===== src/rtl/mem_store_pkg.sv =====
// Shared encodings for the store sequencer: request sizes, FSM states and
// the size-to-byte-count helper used by the top and the lane selector.
package mem_store_pkg;

  localparam int unsigned DATA_W = 32;
  localparam int unsigned BYTE_W = 8;

  typedef enum logic [1:0] {
    SZ_BYTE = 2'b00,
    SZ_HALF = 2'b01,
    SZ_WORD = 2'b10,
    SZ_RSVD = 2'b11
  } size_e;

  typedef enum logic [1:0] {
    IDLE  = 2'd0,
    WRITE = 2'd1,
    DONE  = 2'd2,
    ERR   = 2'd3
  } state_e;

  // Number of bytes a request writes; zero for the reserved encoding.
  function automatic logic [2:0] size_to_count(input logic [1:0] size);
    logic [2:0] cnt;
    case (size)
      SZ_BYTE: cnt = 3'd1;
      SZ_HALF: cnt = 3'd2;
      SZ_WORD: cnt = 3'd4;
      default: cnt = 3'd0;
    endcase
    return cnt;
  endfunction

  // A request is legal when its size is defined and its address is
  // naturally aligned to that size.
  function automatic logic is_legal(input logic [1:0] size, input logic [1:0] addr_lo);
    logic ok;
    case (size)
      SZ_BYTE: ok = 1'b1;
      SZ_HALF: ok = (addr_lo[0] == 1'b0);
      SZ_WORD: ok = (addr_lo == 2'b00);
      default: ok = 1'b0;
    endcase
    return ok;
  endfunction

endpackage


===== src/rtl/store_lane_sel.sv =====
// Big-endian byte lane selector: for a store of n bytes, write k (0-based)
// carries data byte (n-1-k), where byte 0 is data[7:0].
module store_lane_sel
  import mem_store_pkg::*;
(
  input  logic [DATA_W-1:0] data,
  input  logic [2:0]        n,
  input  logic [1:0]        k,
  output logic [BYTE_W-1:0] byte_o
);

  logic [1:0] lane;

  // Lane index n-1-k; only meaningful for legal (n, k) pairs.
  always_comb begin
    lane = 2'(n - {1'b0, k} - 3'd1);
  end

  // Pick the addressed byte of the store data.
  always_comb begin
    case (lane)
      2'd0:    byte_o = data[7:0];
      2'd1:    byte_o = data[15:8];
      2'd2:    byte_o = data[23:16];
      default: byte_o = data[31:24];
    endcase
  end

endmodule


===== src/rtl/mem_store_sequencer.sv =====
// Store sequencer: accepts one store request (address, 32-bit data, size)
// and serialises it into consecutive big-endian byte writes on an 8-bit
// byte-addressed RAM port, then pulses done (or err for an illegal request).
// All outputs are registered so the RAM port sees clean strobes.
module mem_store_sequencer
  import mem_store_pkg::*;
#(
  parameter int unsigned ADDR_W = 32
) (
  input  logic              CLK,
  input  logic              Reset,
  input  logic              req_valid,
  output logic              req_ready,
  input  logic [ADDR_W-1:0] req_addr,
  input  logic [31:0]       req_data,
  input  logic [1:0]        req_size,
  output logic              mem_we,
  output logic [ADDR_W-1:0] mem_addr,
  output logic [7:0]        mem_wdata,
  output logic              done,
  output logic              err
);

  state_e              state_q, state_d;
  logic [1:0]          k_q, k_d;
  logic [2:0]          cnt_q, cnt_d;
  logic [ADDR_W-1:0]   addr_q, addr_d;
  logic [DATA_W-1:0]   data_q, data_d;
  logic                ready_q, ready_d;
  logic                mem_we_q, mem_we_d;
  logic [ADDR_W-1:0]   mem_addr_q, mem_addr_d;
  logic [BYTE_W-1:0]   mem_wdata_q, mem_wdata_d;
  logic                done_q, done_d;
  logic                err_q, err_d;

  logic                accept;
  logic                last_byte;
  logic [1:0]          k_next;
  logic [DATA_W-1:0]   lane_data;
  logic [2:0]          lane_cnt;
  logic [1:0]          lane_k;
  logic [BYTE_W-1:0]   lane_byte;

  assign accept    = req_valid && ready_q;
  assign k_next    = k_q + 2'd1;
  assign last_byte = ({1'b0, k_q} == (cnt_q - 3'd1));

  // Lane selector input: the first byte comes straight from the request at
  // accept time, later bytes from the captured request.
  always_comb begin
    lane_data = data_q;
    lane_cnt  = cnt_q;
    lane_k    = k_next;
    if (state_q == IDLE) begin
      lane_data = req_data;
      lane_cnt  = size_to_count(req_size);
      lane_k    = 2'd0;
    end
  end

  store_lane_sel u_lane_sel (
    .data   (lane_data),
    .n      (lane_cnt),
    .k      (lane_k),
    .byte_o (lane_byte)
  );

  // Next-state and next-output logic of the sequencer FSM.
  always_comb begin
    // NOTE: every variable gets a default before the case so no path leaves
    // one unassigned, which would otherwise infer a latch.
    state_d     = state_q;
    k_d         = k_q;
    cnt_d       = cnt_q;
    addr_d      = addr_q;
    data_d      = data_q;
    mem_we_d    = 1'b0;
    mem_addr_d  = mem_addr_q;
    mem_wdata_d = mem_wdata_q;
    done_d      = 1'b0;
    err_d       = 1'b0;

    case (state_q)
      IDLE: begin
        if (accept) begin
          if (is_legal(req_size, req_addr[1:0])) begin
            state_d     = WRITE;
            k_d         = 2'd0;
            cnt_d       = size_to_count(req_size);
            addr_d      = req_addr;
            data_d      = req_data;
            mem_we_d    = 1'b1;
            mem_addr_d  = req_addr;
            mem_wdata_d = lane_byte;
          end else begin
            state_d = ERR;
            err_d   = 1'b1;
          end
        end
      end
      WRITE: begin
        if (last_byte) begin
          state_d = DONE;
          done_d  = 1'b1;
        end else begin
          k_d         = k_next;
          mem_we_d    = 1'b1;
          mem_addr_d  = addr_q + {{(ADDR_W-2){1'b0}}, k_next};
          mem_wdata_d = lane_byte;
        end
      end
      DONE:    state_d = IDLE;
      ERR:     state_d = IDLE;
      default: state_d = IDLE;
    endcase

    ready_d = (state_d == IDLE);
  end

  // State, capture and output registers with synchronous active-low reset.
  always_ff @(posedge CLK) begin
    // NOTE: sequential state uses non-blocking assignments so every flop
    // samples pre-edge values regardless of statement order.
    if (!Reset) begin
      state_q     <= IDLE;
      k_q         <= 2'd0;
      cnt_q       <= 3'd0;
      addr_q      <= '0;
      data_q      <= '0;
      ready_q     <= 1'b0;
      mem_we_q    <= 1'b0;
      mem_addr_q  <= '0;
      mem_wdata_q <= '0;
      done_q      <= 1'b0;
      err_q       <= 1'b0;
    end else begin
      state_q     <= state_d;
      k_q         <= k_d;
      cnt_q       <= cnt_d;
      addr_q      <= addr_d;
      data_q      <= data_d;
      ready_q     <= ready_d;
      mem_we_q    <= mem_we_d;
      mem_addr_q  <= mem_addr_d;
      mem_wdata_q <= mem_wdata_d;
      done_q      <= done_d;
      err_q       <= err_d;
    end
  end

  assign req_ready = ready_q;
  assign mem_we    = mem_we_q;
  assign mem_addr  = mem_addr_q;
  assign mem_wdata = mem_wdata_q;
  assign done      = done_q;
  assign err       = err_q;

endmodule

===== config.mk =====
export PLATFORM = sky130hd
export DESIGN_NAME = mem_store_sequencer
export DESIGN_NICKNAME = d
export VERILOG_FILES = /design/src/rtl/mem_store_pkg.sv /design/src/rtl/store_lane_sel.sv /design/src/rtl/mem_store_sequencer.sv
export SDC_FILE = /design/constraint.sdc
export NUM_CORES = 1
export LEC_CHECK = 0
export ABC_AREA = 1
export CORE_ASPECT_RATIO = 0.9
export CORE_MARGIN = 2
export CORE_UTILIZATION = 40
export DETAILED_ROUTE_END_ITERATION = 6
export PLACE_DENSITY = 0.72
export SLEW_MARGIN = 10
export SYNTH_ARGS = -nofsm -noshare
export SYNTH_HDL_FRONTEND = slang
export SYNTH_HIERARCHICAL = 1
export SYNTH_SLANG_ARGS = --single-unit

===== constraint.sdc =====
create_clock -name CLK -period 4.9 [get_ports CLK]
set_input_delay 1.47 -clock CLK [delete_from_list [all_inputs] [get_ports CLK]]
set_output_delay 1.47 -clock CLK [all_outputs]
set_load 0.03 [all_outputs]

==> results.cfg, run 1 <==
[setup_path]
r2r_setup_slack_ns = 2.45
cp-end-kind = flop
path_buf_inv = 3
cp.required_ns = 5.25
rr_worst_depth = 15
worstPathMaxFanout = 15
crit_slowest_cell = ha_1
r2r-end = mem_wdata[0]$_SDFFE_PN0P_
criticalPathCategory = in -> reg
cp_top_family = buffers and inverters
worstSetupStartpointType = input pin
arrival_ns = 3.74
crit_chain = clkdlybuf4s50_1 -> nor2_1 -> inv_1 -> o21ai_0 -> ha_1 -> inv_1 -> nor2_2 -> nand2_1 -> nand4_1 -> nor2_1 -> nor2_1
cp_slowest_stage_delay_ns = 0.58
r2r-start = state_q[0]$_SDFF_PN0_
path_depth = 11
crit_top_cell = nor2_1

[sta]
max_freq_ghz = 0.295
setup_viol_count_final = 0
slew_violations = 0
worst_pin_slew_ns = 0.803
finalClockSkew_ns = 0.00912
finalHoldViolations = 0
slew_headroom_pct = 46.4
rsz0062_at_grt = false
tns_ns = 0
min_period_ns = 3.39
finalCritPeriodShare_pct = 69.3

[logic_synthesis]
synth_area_mm2 = 0.00602
synth_fp_nets = 989
synth_cells = 915
ys_warn_count = 6
syn_avg_cell_area_um2 = 6.58

[clock_network]
post_cts_buffers = 0
cts_hold_buf = 0
cts_tree = built
cts_buffer_depth = 2
cts_resized = 0
cts_root_buf = clkbuf_16
htreeDepth = 4
cts_sinks = 115
cts_made_buffers = 17
worstSkewPairLatency_ns = 0.42
clk_pin_slew_worst_paths_ns = 0.05

[layout]
post-route-util_pct = 52.7
drive_gt1_share_pct = 5.92
areaGrowthSynthToFinish_pct = 28.8
final_cell_mix = nand2_1, o21ai_0, dfxtp_1
insertedDiodeCount = 0
mostFrequentLayoutCell = nand2_1
nets = 1075

[floorplan]
core_mm2 = 0.0147
die_h_um = 120
io-pin-count = 113
num_rows = 42
start_util_pct = 40.9
die_w_um = 133
dieArea_mm2 = 0.0161

[detailed_routing]
wire_per_inst_um = 14.6
ant_nets = 0
first_pass_iters = 5
viasPerCell = 5.04
drt_wl_total_mm = 17.7
drc = 0
vias = 6108
drt_iter0_markers = 610

[power_and_ir_drop]
pwr-share-clk_pct = 43.4
p_sw_share_pct = 28.9
power_density_mw_per_mm2 = 367
switchingPower_uw = 822
p_leak_uw = 0.00288
power_uw = 2850
p_int_uw = 2030
pwr-share-comb_pct = 19.6
pwr-share-seq_pct = 36.9
peakVddDrop_mv = 0.274

[grt]
grt_pass1_wl_mm = 28.7
gr-total-overflow = 0
grt_max_degree = 90
grt_antenna_before_repair = 0
grt_pass1_vias = 5545
grt.total_usage_pct = 22.5

[min_path]
hold-path-endpoint = data_q[4]$_SDFFE_PN0P_
min_from = data_q[4]$_SDFFE_PN0P_
hold_depth = 2
hp-class = reg -> reg

[job]
drv_cap = 0

[place]
dp_hpwl_mm = 12.2
portBuffers = 112
gp_congestion = 0.901

[status]
status = complete, no violations
-- metal layers --
metal / wire [um] / global-route usage (%) / part of all wire (%)
met5: 0 / 0 / 0
met4: 214 / 5.98 / 1.2
met3: 1110 / 5.74 / 6.3
met2: 7310 / 31.7 / 41
met1: 9020 / 33.9 / 51
-- sequential cells by signal, summed over array words and instances (netlist names) --
register / flops
mem_addr: 32
addr_q: 32
done: 1
mem_we: 1
err: 1
state_q: 2
mem_wdata: 8
data_q: 32
req_ready: 1
cnt_q: 3
k_q: 2
-- power groups by stage --
stage          sequential [uW]  combinational (uW)  clock (uW)
6_report                  1050                 558        1240
5_1_grt                   1060                 611        1300
4_1_cts                   1050                 557        1260
3_5_place_dp              1070                 552           0
3_3_place_gp              1070                 547           0
2_1_floorplan             1130                 295           0
-- how the worst max path moves through the flow --
stage	endpoint	startpoint
3_3_place_gp	mem_wdata[5]$_SDFFE_PN0P_	req_size[0]
3_5_place_dp	mem_wdata[5]$_SDFFE_PN0P_	req_size[0]
5_1_grt	mem_wdata[5]$_SDFFE_PN0P_	req_size[0]
4_1_cts	mem_wdata[5]$_SDFFE_PN0P_	req_size[0]
6_report	mem_wdata[5]$_SDFFE_PN0P_	req_size[0]
2_1_floorplan	mem_wdata[1]$_SDFFE_PN0P_	req_size[0]
-- area by class of cell --
type                       count  area, um^2
fill                        1457        6960
timing repair buffer         119        1170
multi-input combinational    654        3100
sequential                   115        2300
inverter                      94         354
clock buffer                  20         447
tap                          198         248
clock inverter                11         136
-- worst register-to-register path: stages (launching register included) --
cell	delay (ns)
dfxtp_1	0.29
inv_1	0.11
nand2_2	0.11
inv_1	0.08
buf_4	0.47
o21ai_0	0.21
inv_1	0.08
nand2_1	0.07
nand2_1	0.11
nand2_1	0.06
nand2_1	0.28
nor2_1	0.09
nand2_1	0.10
nand4_1	0.09
nor2_1	0.11
nor2_1	0.06
-- metrics by stage --
step / std cells / cell area [um^2] / hold WS (ns) / setup WS, ns
after floorplan: 915 / 6020 / 0.425 / 2.11
after detailed placement: 1180 / 7170 / 0.442 / 1.12
after CTS: 1211 / 7760 / 0.450 / 1.55
after global routing: 1211 / 7760 / 0.467 / 1.31
after global placement: 1180 / 7170 / 0.435 / 1.18
final: 1211 / 7760 / 0.446 / 1.51
No activity file was read; power rests on OpenSTA's default activity.
==> inputs of run 2 (changes only) <==
PLACE_DENSITY = 0.74   (was 0.72)
clock period = 3.1 ns   (was 4.9 ns; I/O delays follow)
==> run 2 against run 1 <==
  * The run now ends with design-rule violations left
  * Worst setup slack worse by 0.97 ns
  * Flip-flop and latch count did not move
  * Non-clock buffer count increased by 5
  * Die area did not move
  * Critical path depth unchanged
  * Wire length is 0.57% higher
  * Combinational power rose by 61%
  * First-iteration DRC count is 6.6% higher
  * Critical path type unchanged
  * Largest power group unchanged
==> results.cfg, run 2 (synthesis gave the netlist of run 1 again) <==
[detailed_routing]
first_pass_iters = 7
vias = 6251
ant_nets = 0
viasPerCell = 5.14
drt_wl_total_mm = 17.8
drt_iter0_markers = 650
wire_per_inst_um = 14.6
drc = 2

[floorplan]
io-pin-count = 113
die_h_um = 120
start_util_pct = 40.9
core_mm2 = 0.0147
dieArea_mm2 = 0.0161
die_w_um = 133
num_rows = 42

[layout]
mostFrequentLayoutCell = nand2_1
areaGrowthSynthToFinish_pct = 31.4
insertedDiodeCount = 0
final_area_mm2 = 0.00791
final_cell_mix = nand2_1, o21ai_0, dfxtp_1
drive_gt1_share_pct = 6.38
post-route-util_pct = 53.8
nets = 1080

[clock_network]
cts_resized = 0
cts_root_buf = clkbuf_16
cts_hold_buf = 0
cts_tree = built
htreeDepth = 4
cts_made_buffers = 17
cts_buffer_depth = 2
post_cts_buffers = 0
cts_sinks = 115
clk_pin_slew_worst_paths_ns = 0.06
worstSkewPairLatency_ns = 0.43

[grt]
grt.total_usage_pct = 22.6
grt_max_degree = 90
gr-total-overflow = 0
grt_antenna_before_repair = 0
grt_pass1_vias = 5549
grt_pass1_wl_mm = 28.4

[setup_path]
worstPathMaxFanout = 13
cp-end-kind = flop
crit_slowest_cell = clkdlybuf4s50_1
path_buf_inv = 3
cp_top_family = buffers and inverters
arrival_ns = 2.89
cp_slowest_stage_delay_ns = 0.47
crit_chain = clkdlybuf4s50_1 -> nor2_1 -> inv_1 -> o21ai_0 -> ha_1 -> inv_1 -> nor2_2 -> nand2_1 -> nand4_1 -> nor2_1 -> nor2_1
crit_top_cell = nor2_1
cp.required_ns = 3.42
worstSetupStartpointType = input pin
criticalPathCategory = in -> reg

[place]
gp_congestion = 0.946
place_ws_ns = 0.148
portBuffers = 112
dp_hpwl_mm = 12.3
place_area_mm2 = 0.00724

[sta]
slew_headroom_pct = 49.2
worst_pin_slew_ns = 0.763
slew_violations = 0
finalHoldViolations = 0
min_period_ns = 2.57
finalClockSkew_ns = 0.0179
setup_ws_ns = 0.531
tns_ns = 0
rsz0062_at_grt = false
finalCritPeriodShare_pct = 82.9
whs_ns = 0.445
setup_viol_count_final = 0
max_freq_ghz = 0.389

[power_and_ir_drop]
p_leak_uw = 0.00296
peakVddDrop_mv = 0.414
power_density_mw_per_mm2 = 611

[status]
failed_checks = design-rule violations
status = complete, but fails checks

[job]
drv_cap = 0

[min_path]
hp-class = reg -> reg
## run 2: worst paths after layout
kind	end	cells after the start	slack [ns]	from
setup / recovery	mem_wdata[3]$_SDFFE_PN0P_	11	0.53	req_size[1]
setup reg to reg	mem_wdata[6]$_SDFFE_PN0P_	15	0.84	state_q[0]$_SDFF_PN0_
hold reg to reg	data_q[23]$_SDFFE_PN0P_	2	0.45	data_q[23]$_SDFFE_PN0P_
hold / removal	data_q[23]$_SDFFE_PN0P_	2	0.45	data_q[23]$_SDFFE_PN0P_
## run 2: layout make-up
type	instances	area (um^2)
multi-input cells	654	3100
clock buffers	23	478
flip-flops and latches	115	2300
repair buffers	124	1230
well taps	198	248
clock inverters	9	199
fillers	1435	6800
inverters	94	354
## run 2: metal layers
metal	wire length [um]	share of wire (%)	track usage (%)	vias to the layer above
met5	0	0	0	-
met4	223	1.3	7.38	0
met3	1280	7.2	5.95	20
met2	7320	41	31.5	224
met1	8930	50	33.5	2830
li1	-	-	-	3177
## run 2: metrics by stage
stage	cells	power [uW]
2_1_floorplan	915	2260
3_3_place_gp	1185	2570
3_5_place_dp	1185	2580
4_1_cts	1217	4860
5_1_grt	1217	5020
6_report	1217	4830
## run 2: tightest hold or removal path, cell delays in order, from the launching register on
cell,delay [ns]
dfxtp_1,0.29
inv_1,0.05
a21oi_1,0.05
## run 2: power by group
part	leakage, uW	switching, uW	total [uW]	internal [uW]
sequential	0.000939	73.0	1670	1590
combinational	0.00169	546	901	354
clock	0.000331	695	2260	1570
total	0.00296	1310	4830	3520
